<file path="src/rtl/dac_pwm_driver.sv">
// PWM DAC driver: a small sample FIFO feeds a duty register that is
// reloaded once per 2^N-cycle PWM period, with underrun reporting.
module dac_pwm_driver #(
  parameter  int N     = 8,
  parameter  int DEPTH = 4,
  localparam int AW    = $clog2(DEPTH),
  localparam int CW    = $clog2(DEPTH + 1)
) (
  input  logic          clk,
  input  logic          nRst,
  input  logic [N-1:0]  sample_i,
  input  logic          sample_valid_i,
  output logic          sample_ready_o,
  input  logic          enable_i,
  output logic          pwm_o,
  output logic          period_tick_o,
  output logic          underrun_o,
  output logic [7:0]    underrun_cnt_o,
  output logic [CW-1:0] fifo_count_o
);

  localparam logic [N-1:0]  CNT_MAX = {N{1'b1}};
  localparam logic [CW-1:0] FULL    = CW'(DEPTH);

  logic [N-1:0]  r_cnt;
  logic [N-1:0]  r_duty;
  logic [N-1:0]  r_mem [DEPTH];
  logic [AW-1:0] r_wr_ptr;
  logic [AW-1:0] r_rd_ptr;
  logic [CW-1:0] r_count;
  logic          r_pwm;
  logic          r_underrun;
  logic [7:0]    r_urun_cnt;

  logic w_boundary;
  logic w_ready;
  logic w_push;
  logic w_pop;
  logic w_under;

  assign w_boundary = enable_i && (r_cnt == CNT_MAX);
  assign w_ready    = nRst || (r_count < FULL);
  assign w_push     = sample_valid_i && w_ready && !nRst;
  assign w_pop      = w_boundary && (r_count != '0);
  assign w_under    = w_boundary && (r_count == '0);

  assign sample_ready_o = w_ready;
  assign period_tick_o  = w_boundary && !nRst;
  assign pwm_o          = r_pwm;
  assign underrun_o     = r_underrun;
  assign underrun_cnt_o = r_urun_cnt;
  assign fifo_count_o   = r_count;

  // Storage needs no reset; validity is tracked by r_count.
  always_ff @(posedge clk) begin
    if (w_push) begin
      r_mem[r_wr_ptr] <= sample_i;
    end
  end

  always_ff @(posedge clk) begin
    if (nRst) begin
      r_cnt      <= '0;
      r_duty     <= '0;
      r_wr_ptr   <= '0;
      r_rd_ptr   <= '0;
      r_count    <= '0;
      r_pwm      <= 1'b0;
      r_underrun <= 1'b0;
      r_urun_cnt <= '0;
    end else begin
      r_cnt      <= enable_i ? r_cnt + 1'b1 : '0;
      r_pwm      <= enable_i && (r_cnt < r_duty);
      r_underrun <= w_under;
      if (w_under && (r_urun_cnt != 8'hFF)) begin
        r_urun_cnt <= r_urun_cnt + 8'd1;
      end
      if (w_push) begin
        r_wr_ptr <= r_wr_ptr + 1'b1;
      end
      if (w_pop) begin
        r_rd_ptr <= r_rd_ptr + 1'b1;
        r_duty   <= r_mem[r_rd_ptr];
      end
      r_count <= r_count + CW'(w_push) - CW'(w_pop);
    end
  end

endmodule

</file>
<file path="config.mk">
export PLATFORM = sky130hd
export DESIGN_NAME = dac_pwm_driver
export DESIGN_NICKNAME = d
export VERILOG_FILES = /design/src/rtl/dac_pwm_driver.sv
export SDC_FILE = /design/constraint.sdc
export NUM_CORES = 1
export LEC_CHECK = 0
export ABC_AREA = 0
export BUFFER_PORTS_ARGS = -buffer_cell sky130_fd_sc_hd__buf_4
export CAP_MARGIN = 15
export CORE_MARGIN = 4
export CORE_UTILIZATION = 55
export CTS_BUF_LIST = sky130_fd_sc_hd__clkbuf_8
export CTS_CLUSTER_DIAMETER = 100
export DETAILED_ROUTE_END_ITERATION = 10
export PLACE_DENSITY_LB_ADDON = 0.3
export SYNTH_ARGS = -nofsm -noshare
export SYNTH_HDL_FRONTEND = slang
export SYNTH_SLANG_ARGS = --single-unit
</file>
<file path="constraint.sdc">
create_clock -name clk -period 2 [get_ports clk]
set_input_delay 0.4 -clock clk [delete_from_list [all_inputs] [get_ports clk]]
set_output_delay 0.4 -clock clk [all_outputs]
set_load 0.005 [all_outputs]
</file>
==> impl_summary.md, run 1 <==
Drt
The length of the first detailed-routing pass in iterations is 4. The violation count after the first detailed-routing iteration is 85. The via density per instance is 5.24. In the routed design, unresolved DRC markers number 0.

The detail route stage leaves a number of antenna-violating nets equal to 0. The count of vias placed by the detailed router is 1814. The total wire length after detailed routing is 4970 um. The routed length per placed instance is 14.4 um.

Power
The reported leakage power is 1.27 nW. The total power density per cell area is 770 nW/um^2. The worst-case IR drop observed on VDD is 0.000675 V.

Layout
The area taken by flip-flops and latches is 1620 um^2. In the final layout, the share of cells above drive strength 1 is 0.312. The total number of nets in the final design is 302. The area used by multi-input combinational logic is 1160 um^2. The area added between synthesis and finish is 22.5%.

The diode insertion count for antenna repair is 0. The fill cell instance count of the final layout is 322. For this run, the share of the core covered by cells in the final layout is 0.716.

Critical path
In this design, the stage delay of the slowest critical-path cell is 0.41 ns. The origin of the worst setup path is r_cnt[0]. The worst setup path is captured at a register.

The capture point of the critical path is fifo_count_o[1]. The category of the worst setup path launch point is a register. Data arrives at the worst endpoint at 2.29 ns.

The register-to-register setup slack is -0.08 ns. Walking the worst path, the cells encountered are ha_4 -> and4_4 -> and2_4 -> nand2_4 -> nor2_2 -> ha_1 -> inv_1 -> ha_2 -> fa_2 -> nor2b_1. The worst register-to-register path begins at r_cnt[0]. The type of the worst setup path is register to register.

In this run the critical register-to-register path is captured at fifo_count_o[1]. The worst register-to-register path has a depth of 10. The endpoint required time on the critical path is 2.22 ns. Of all nets on the critical path, the largest fanout is 2. For this design, the slowest cell found on the critical path is fa_2.

Clocking
After clock tree synthesis, the clock-pin slew on the worst setup and hold paths is 0.07 ns. The maximum level of the CTS H-tree is 3. The number of hold buffers added after cts is 0. The number of clock buffers added by TritonCTS is 9. No sink is reached through more buffers than the 2 on the longest clock path. TritonCTS built the clock tree. The count of clock tree sinks is 65.

The clock latency reported for the late side of the worst-skew pair is 0.33 ns. The clock root buffer is clkbuf_8.

Logic synthesis
Yosys attributes the largest share of cell area to edfxtp_1, dfxtp_1, ha_1. Sorting the synthesized cells by how often they occur yields dfxtp_1, edfxtp_1, nor2_1. The async set-or-reset flop fraction in the synthesized netlist is 0. The area share of the leading cell type in the synthesized netlist is 0.339.

The synthesized design contains 32 enable-type register cells. The largest area contributor in the synthesized netlist is edfxtp_1. The mean area per synthesized cell is 12.7 um^2. The flip-flop and latch count after synthesis is 65. Synthesis produced a netlist with a net count of 252.

Yosys instantiated no cell more often than dfxtp_1. Summing every instance area after synthesis gives 2830 um^2. The synthesized netlist contains 40 unique library cells. The share of the yosys chip area belonging to registers is 0.572. The dominant register cell in the synthesized netlist is dfxtp_1. The number of instances in the synthesized netlist is 224. For this run, the number of Yosys warnings is 0.

Global route
The initial antenna violation count is 0. The global-route wire length before repair is 8750 um. The all-layer global routing usage is 0.182. Summed over all layers, the global routing overflow is 0. Entering global routing, the biggest net connects 27 pins. The number of global-route vias before repair is 1861.

Place
The total of buffers placed on input and output ports is 26. Routability-driven placement finished with a final weighted congestion of 0.736. Timing analysis after detailed placement gives a worst setup slack of -0.126 ns. Detailed placement finished with a half-perimeter wire length of 3590 um.

Timing
The pin slew with the least headroom to its limit is 0.433 ns. The setup-violating endpoint count in the final report is 2. Setup repair after global routing could not meet its margin everywhere. The post-route clock period utilization is 1.04.

The final setup slack of the worst path is -0.0774 ns. The max-slew violation total from the final report came to 0. In this run the tightest slew margin relative to its limit is 0.711. For the final routed database, the setup TNS stands at -0.0791 ns. For the final database, setup skew stands at 0.00851 ns.

The hold slack is 0.266 ns. The number of failing hold endpoints at the final stage is 0. The maximum achievable frequency is 481 MHz. Counting I/O delays and the setup requirement, the final critical path takes 2.08 ns.

Worst hold path
The tightest min-delay check is of the primary input to register type.

Floorplan
The initial utilization of the core area, before any placement, comes to 0.585. The die height is 79.8 um. The number of core rows is 25. The die covers 6360 um^2. After floorplanning, the core was sized to cover 4850 um^2. During I/O placement, the number of pins put on the boundary was 27.

The x dimension of the die is 79.8 um.

Outcome
The final reports fail on setup timing. The run finished, with violations left.

Flow run
The tool flagged a number of max-cap violations equal to 0.
through the flow:
step / total power [mW] / instances / area [um^2]
6_report: 2.67 / 346 / 3470
3_5_place_dp: 1.63 / 327 / 3230
2_1_floorplan: 1.55 / 224 / 2860
5_1_grt: 2.79 / 346 / 3470
4_1_cts: 2.69 / 344 / 3450
3_3_place_gp: 1.62 / 327 / 3230
cell usage in the layout, fill, tap and decap left out, types with 2 or more instances in the layout:
cell,instances
a21oi_1,13
and2_1,5
and3_1,3
and4_1,2
and4_4,2
buf_4,47
clkbuf_8,9
clkinv_2,2
clkinvlp_4,3
dfxtp_1,31
dfxtp_2,2
edfxtp_1,32
ha_1,13
inv_1,15
mux2i_1,8
mux4_2,8
nand2_1,8
nand3_1,5
nand4_1,2
nor2_1,20
nor2b_1,4
o21ai_0,4
o31ai_1,5
or3_1,3
or4_1,4
xnor2_1,6
xor2_1,2
area by class of cell:
cell class                      instances  share of cell area
Tap cell                               67              0.0242
Multi-Input combinational cell        136               0.334
Clock inverter                          7              0.0205
Timing Repair Buffer                   47               0.102
Clock buffer                            9              0.0357
Sequential cell                        65               0.468
Inverter                               15              0.0162
worst max-delay path: cells and delay by family (launching register included):
family / cells / cell delay (ns)
fa+ha+maj: 4 / 0.92
simple gates: 5 / 0.62
flops: 1 / 0.36
buf+inv: 1 / 0.06
cell families (layout without fill, tap and decap cells):
kind of cell / count (synthesis) / after routing / share of synthesized area
fa+ha+maj: 16 / 16 / 0.0733
buf+inv: 23 / 78 / 0.0362
compound gates: 27 / 27 / 0.0587
simple gates: 68 / 68 / 0.140
mux: 16 / 16 / 0.0918
xor+xnor: 9 / 9 / 0.0278
flops: 65 / 65 / 0.572
state kept, by name, summed over array words and instances, names as in the netlist:
name and count:
r_wr_ptr 2, r_rd_ptr 2, r_duty 8, underrun_cnt_o 8, fifo_count_o 3, underrun_o 1
r_mem 32, pwm_o 1, r_cnt 8
repair_timing:
action / CTS / global route
gates cloned: 0 / 0
pin swaps: 3 / 2
setup endpoints to repair: 2 / 3
setup buffers: 1 / 2
gates resized for setup: 4 / 1
worst min path at each step:
stage           startpoint          end  slack, ns  cells after the start
2_1_floorplan     r_cnt[0]     r_cnt[0]       0.43                      1
3_3_place_gp     r_duty[1]    r_duty[1]       0.48                      2
3_5_place_dp     r_duty[6]    r_duty[6]       0.48                      2
4_1_cts        sample_i[3]  r_mem[0][3]       0.26                      1
5_1_grt        sample_i[0]  r_mem[3][0]       0.24                      1
6_report       sample_i[0]  r_mem[1][0]       0.27                      1
power breakdown:
group	internal, mW	switching, mW	total [mW]
sequential	1.43	0.0204	1.45
clock	0.572	0.500	1.07
combinational	0.0774	0.0741	0.151
total	2.08	0.594	2.67
per-layer routing:
layer / part of all wire / track usage / routed length, um
met1: 0.44 / 0.225 / 2210
met2: 0.51 / 0.306 / 2530
met3: 0.033 / 0.0474 / 164
met4: 0.013 / 0.0709 / 67
met5: 0 / 0 / 0
No activity file was read; power rests on OpenSTA's default activity.
==> run 2: changes to the inputs <==
- CORE_MARGIN: 4 -> 2
- CTS_CLUSTER_SIZE: not set -> 14
==> run 2 against run 1 <==
The run still ends with setup timing left. Setup slack better by 0.033 ns. Cell count is 0.58% higher. Non-clock buffer count is 1 lower. Cell area is 0.18% higher. Register-to-register slack better by 0.03 ns. Via count is 0.55% higher. Clock power is 4% lower. Global-route usage is 0.85 points higher. Wire length is 1.5% lower. Critical path depth stayed put. Critical path type unchanged.
==> impl_summary.md, run 2 (synthesized netlist as in run 1, its figures left out) <==
Clocking
The clock-pin transition on the worst setup and hold timing paths came to 0.07 ns (about the same). The number of buffers between clock root and the deepest sink is 2 (unchanged). The clock root buffer is clkbuf_8.

TritonCTS built the clock tree. The maximum level of the CTS H-tree is 3 (unchanged). The clock latency reported for the late side of the worst-skew pair was 0.34 ns (about the same).

The count of clock tree sinks is 65 (unchanged). The CTS buffer count is 9 (unchanged).

Place
The half-perimeter wire length of the detailed placement result is 3340 um (-6.8%). The routability-driven placement congestion ratio is 0.774 (+5.2%). The placed instance count is 330 (+0.92%). The total of buffers placed on input and output ports is 26 (unchanged). The cell area after placement is 3240 um^2 (+0.12%).

Layout
The area added between synthesis and finish is 22.7%. The flip-flop count of the largest register after layout is 32 (unchanged). The library cells used most frequently in the layout, excluding fill and tap cells, are buf_4, edfxtp_1, dfxtp_1. The count of non-filler cells in the finished layout came to 348 (+0.58%). The share of final-layout standard cells stronger than drive strength 1 was 0.302 (-0.00967). r_mem holds more flip-flops than any other register. The diode insertion count for antenna repair is 0 (unchanged). Leaving out fill and tap cells, the most frequent cell in the layout is buf_4.

The total number of nets in the final design is 301 (-0.33%). The fill cell instance count of the final layout is 351 (+9.0%). The finished layout cell area is 3480 um^2 (+0.18%).

Drt
The DRC violation count after routing is 0 (unchanged). The routed length per placed instance is 14.1 um (-2.1%). The total wire length after detailed routing is 4890 um (-1.5%).

The via density per instance came to 5.24 (about the same). The violation count after the first detailed-routing iteration was 58 (-32%). The post-route antenna net violation count was 0 (unchanged). The count of vias placed by the detailed router is 1824 (+0.55%). The length of the first detailed-routing pass in iterations was 4 (unchanged).

Power
The power consumption is 2.64 mW (-1.4%). The total power density per cell area is 758 nW/um^2 (-1.5%). The maximum ir drop on the vdd rail was 0.000573 V (-15%). The net load switching power is 571 uW (-4.0%). The sequential share of power is 0.550 (+0.008). The switching share of total power is 0.216 (-0.00588). The combinational fraction of design power was 0.058 (about the same). The clock share of power is 0.392 (-0.009). The cell internal power dissipation was 2.07 mW (-0.62%). The reported leakage power is 1.26 nW (-1.0%).

Critical path
The largest fanout of any net on the critical path is 2 (unchanged). The origin of the worst setup path is r_cnt[1]. Traced cell by cell, the critical path runs through ha_4 -> and4_4 -> and2_4 -> nand2_4 -> nor2_4 -> ha_4 -> inv_2 -> ha_4 -> fa_2 -> nor2b_1.

The most numerous cell on the critical path is ha_4. The count of buffer and inverter cells on the critical path was 1 (unchanged). In this run the critical register-to-register path is captured at fifo_count_o[1]. Among all stages on the critical path, the largest delay is contributed by fa_2. STA classifies the critical path endpoint as a register. The category of the worst setup path launch point is a register. The cell count along the critical path is 10 (unchanged). The startpoint of the worst-slack reg-to-reg timing path is r_cnt[1]. The register-to-register setup slack is -0.04 ns (+0.03 ns).

The delay of the slowest critical-path stage is 0.43 ns (+0.02 ns). Among cell families on the critical path, the largest total delay comes from adder cells. The type of the worst setup path is register to register.

The data arrival time of the worst path is 2.26 ns (-0.03 ns). The endpoint required time on the critical path is 2.22 ns (about the same). The capture point of the critical path is fifo_count_o[1]. The logic depth of the worst register-to-register path is 10 (unchanged).

Floorplan
The number of core rows was 26 (+4.0%). The overall die area came to 5740 um^2 (-9.8%). The boundary pin count came to 27 (unchanged). The starting density of the core is 0.562 (-0.0225).

The x dimension of the die came to 75.8 um (-5.0%). The die height is 75.8 um (-5.0%). The area of the core region is 5040 um^2 (+4.0%).

Timing
The setup-violating endpoint count in the final report is 1 (-1). The worst-case headroom to the max-slew limit came to 0.715 (+0.00396). The pin slew with the least headroom to its limit is 0.428 ns (-0.00535 ns).

Setup repair after global routing could not meet its margin everywhere. The final setup slack of the worst path is -0.0443 ns (+0.0331 ns). The max-slew violation total from the final report is 0 (unchanged).

The worst clock skew is 0.00603 ns (-0.00248 ns). The shortest clock period the worst path allows after layout came to 2.04 ns (-0.0331 ns). The maximum achievable frequency is 489 MHz (+1.6%).

The number of failing hold endpoints at the final stage is 0 (unchanged). The post-route clock period utilization came to 1.02 (-0.0165).

Global route
The maximum number of pins on one net before global-route repair is 27 (unchanged). The all-layer global routing usage came to 0.191 (+0.00847). The initial antenna violation count was 0 (unchanged). The sum of overflow across all layers after global routing is 0 (unchanged). The number of global-route vias before repair is 1620 (-13%). The global-route wire length before repair came to 7550 um (-14%).

Flow run
The number of maximum-capacitance constraint violations is 0 (unchanged).

Outcome
The checks that failed: setup timing. The flow ran to the end, but the final reports show violations.

Worst hold path
The path class of the tightest hold or removal check is primary input to register.
## run 2: per-stage QoR
stage | util | setup TNS [ns] | setup WS, ns | hold slack, ns
floorplan | - | -0.116 | -0.0827 | 0.428
global placement | 0.642 | -0.133 | -0.0846 | 0.474
detailed placement | 0.642 | -0.186 | -0.125 | 0.480
CTS | 0.684 | -0.0902 | -0.0902 | 0.238
global route | 0.690 | -0.147 | -0.120 | 0.242
finish | 0.690 | -0.0443 | -0.0443 | 0.260
## run 2: worst register-to-register path: cells and delay by family, from the launching register on
| kind | cells | cell delay, ns |
|---|---|---|
| flip-flops | 1 | 0.35 |
| buffers and inverters | 1 | 0.06 |
| adder cells (fa/ha/maj) | 4 | 0.88 |
| AND/OR/NAND/NOR | 5 | 0.64 |
## run 2: layer usage
metal / vias up / share of wire / track usage
met3: 6 / 0.034 / 0.0675
met4: 0 / 0.015 / 0.105
li1: 909 / - / -
met5: - / 0 / 0
met2: 32 / 0.52 / 0.316
met1: 877 / 0.43 / 0.214
## run 2: what timing repair did
item | 4_1_cts | 5_1_grt
hold endpoints to repair | 0 | 0
resized for setup | 4 | 4
setup buffers | 2 | 0
pin swaps | 5 | 4
endpoints found under the setup margin | 2 | 2
hold buffers | 0 | 0
## run 2: how the worst min path moves through the flow
stage / start / end / slack, ns / cells past startpoint
detailed placement: underrun_cnt_o[5] / underrun_cnt_o[5] / 0.48 / 2
finish: sample_i[1] / r_mem[3][1] / 0.26 / 1
floorplan: r_cnt[0] / r_cnt[0] / 0.43 / 1
CTS: sample_i[6] / r_mem[1][6] / 0.24 / 1
global route: sample_i[6] / r_mem[1][6] / 0.24 / 1
global placement: r_duty[5] / r_duty[5] / 0.47 / 2
## run 2: final cells by class
class,count,area (um^2),area share
Clock buffer,9,124,0.0356
Clock inverter,7,61.3,0.0176
Inverter,15,56.3,0.0162
Multi-Input combinational cell,136,1180,0.339
Sequential cell,65,1620,0.467
Tap cell,70,87.6,0.0252
Timing Repair Buffer,46,345,0.0993
## run 2: power groups by stage
| stage | Combinational (mW) | Clock [mW] | Sequential [mW] |
|---|---|---|---|
| floorplan | 0.0778 | 0 | 1.48 |
| global placement | 0.142 | 0 | 1.48 |
| detailed placement | 0.146 | 0 | 1.48 |
| CTS | 0.149 | 1.06 | 1.45 |
| global route | 0.170 | 1.12 | 1.45 |
| finish | 0.152 | 1.03 | 1.45 |
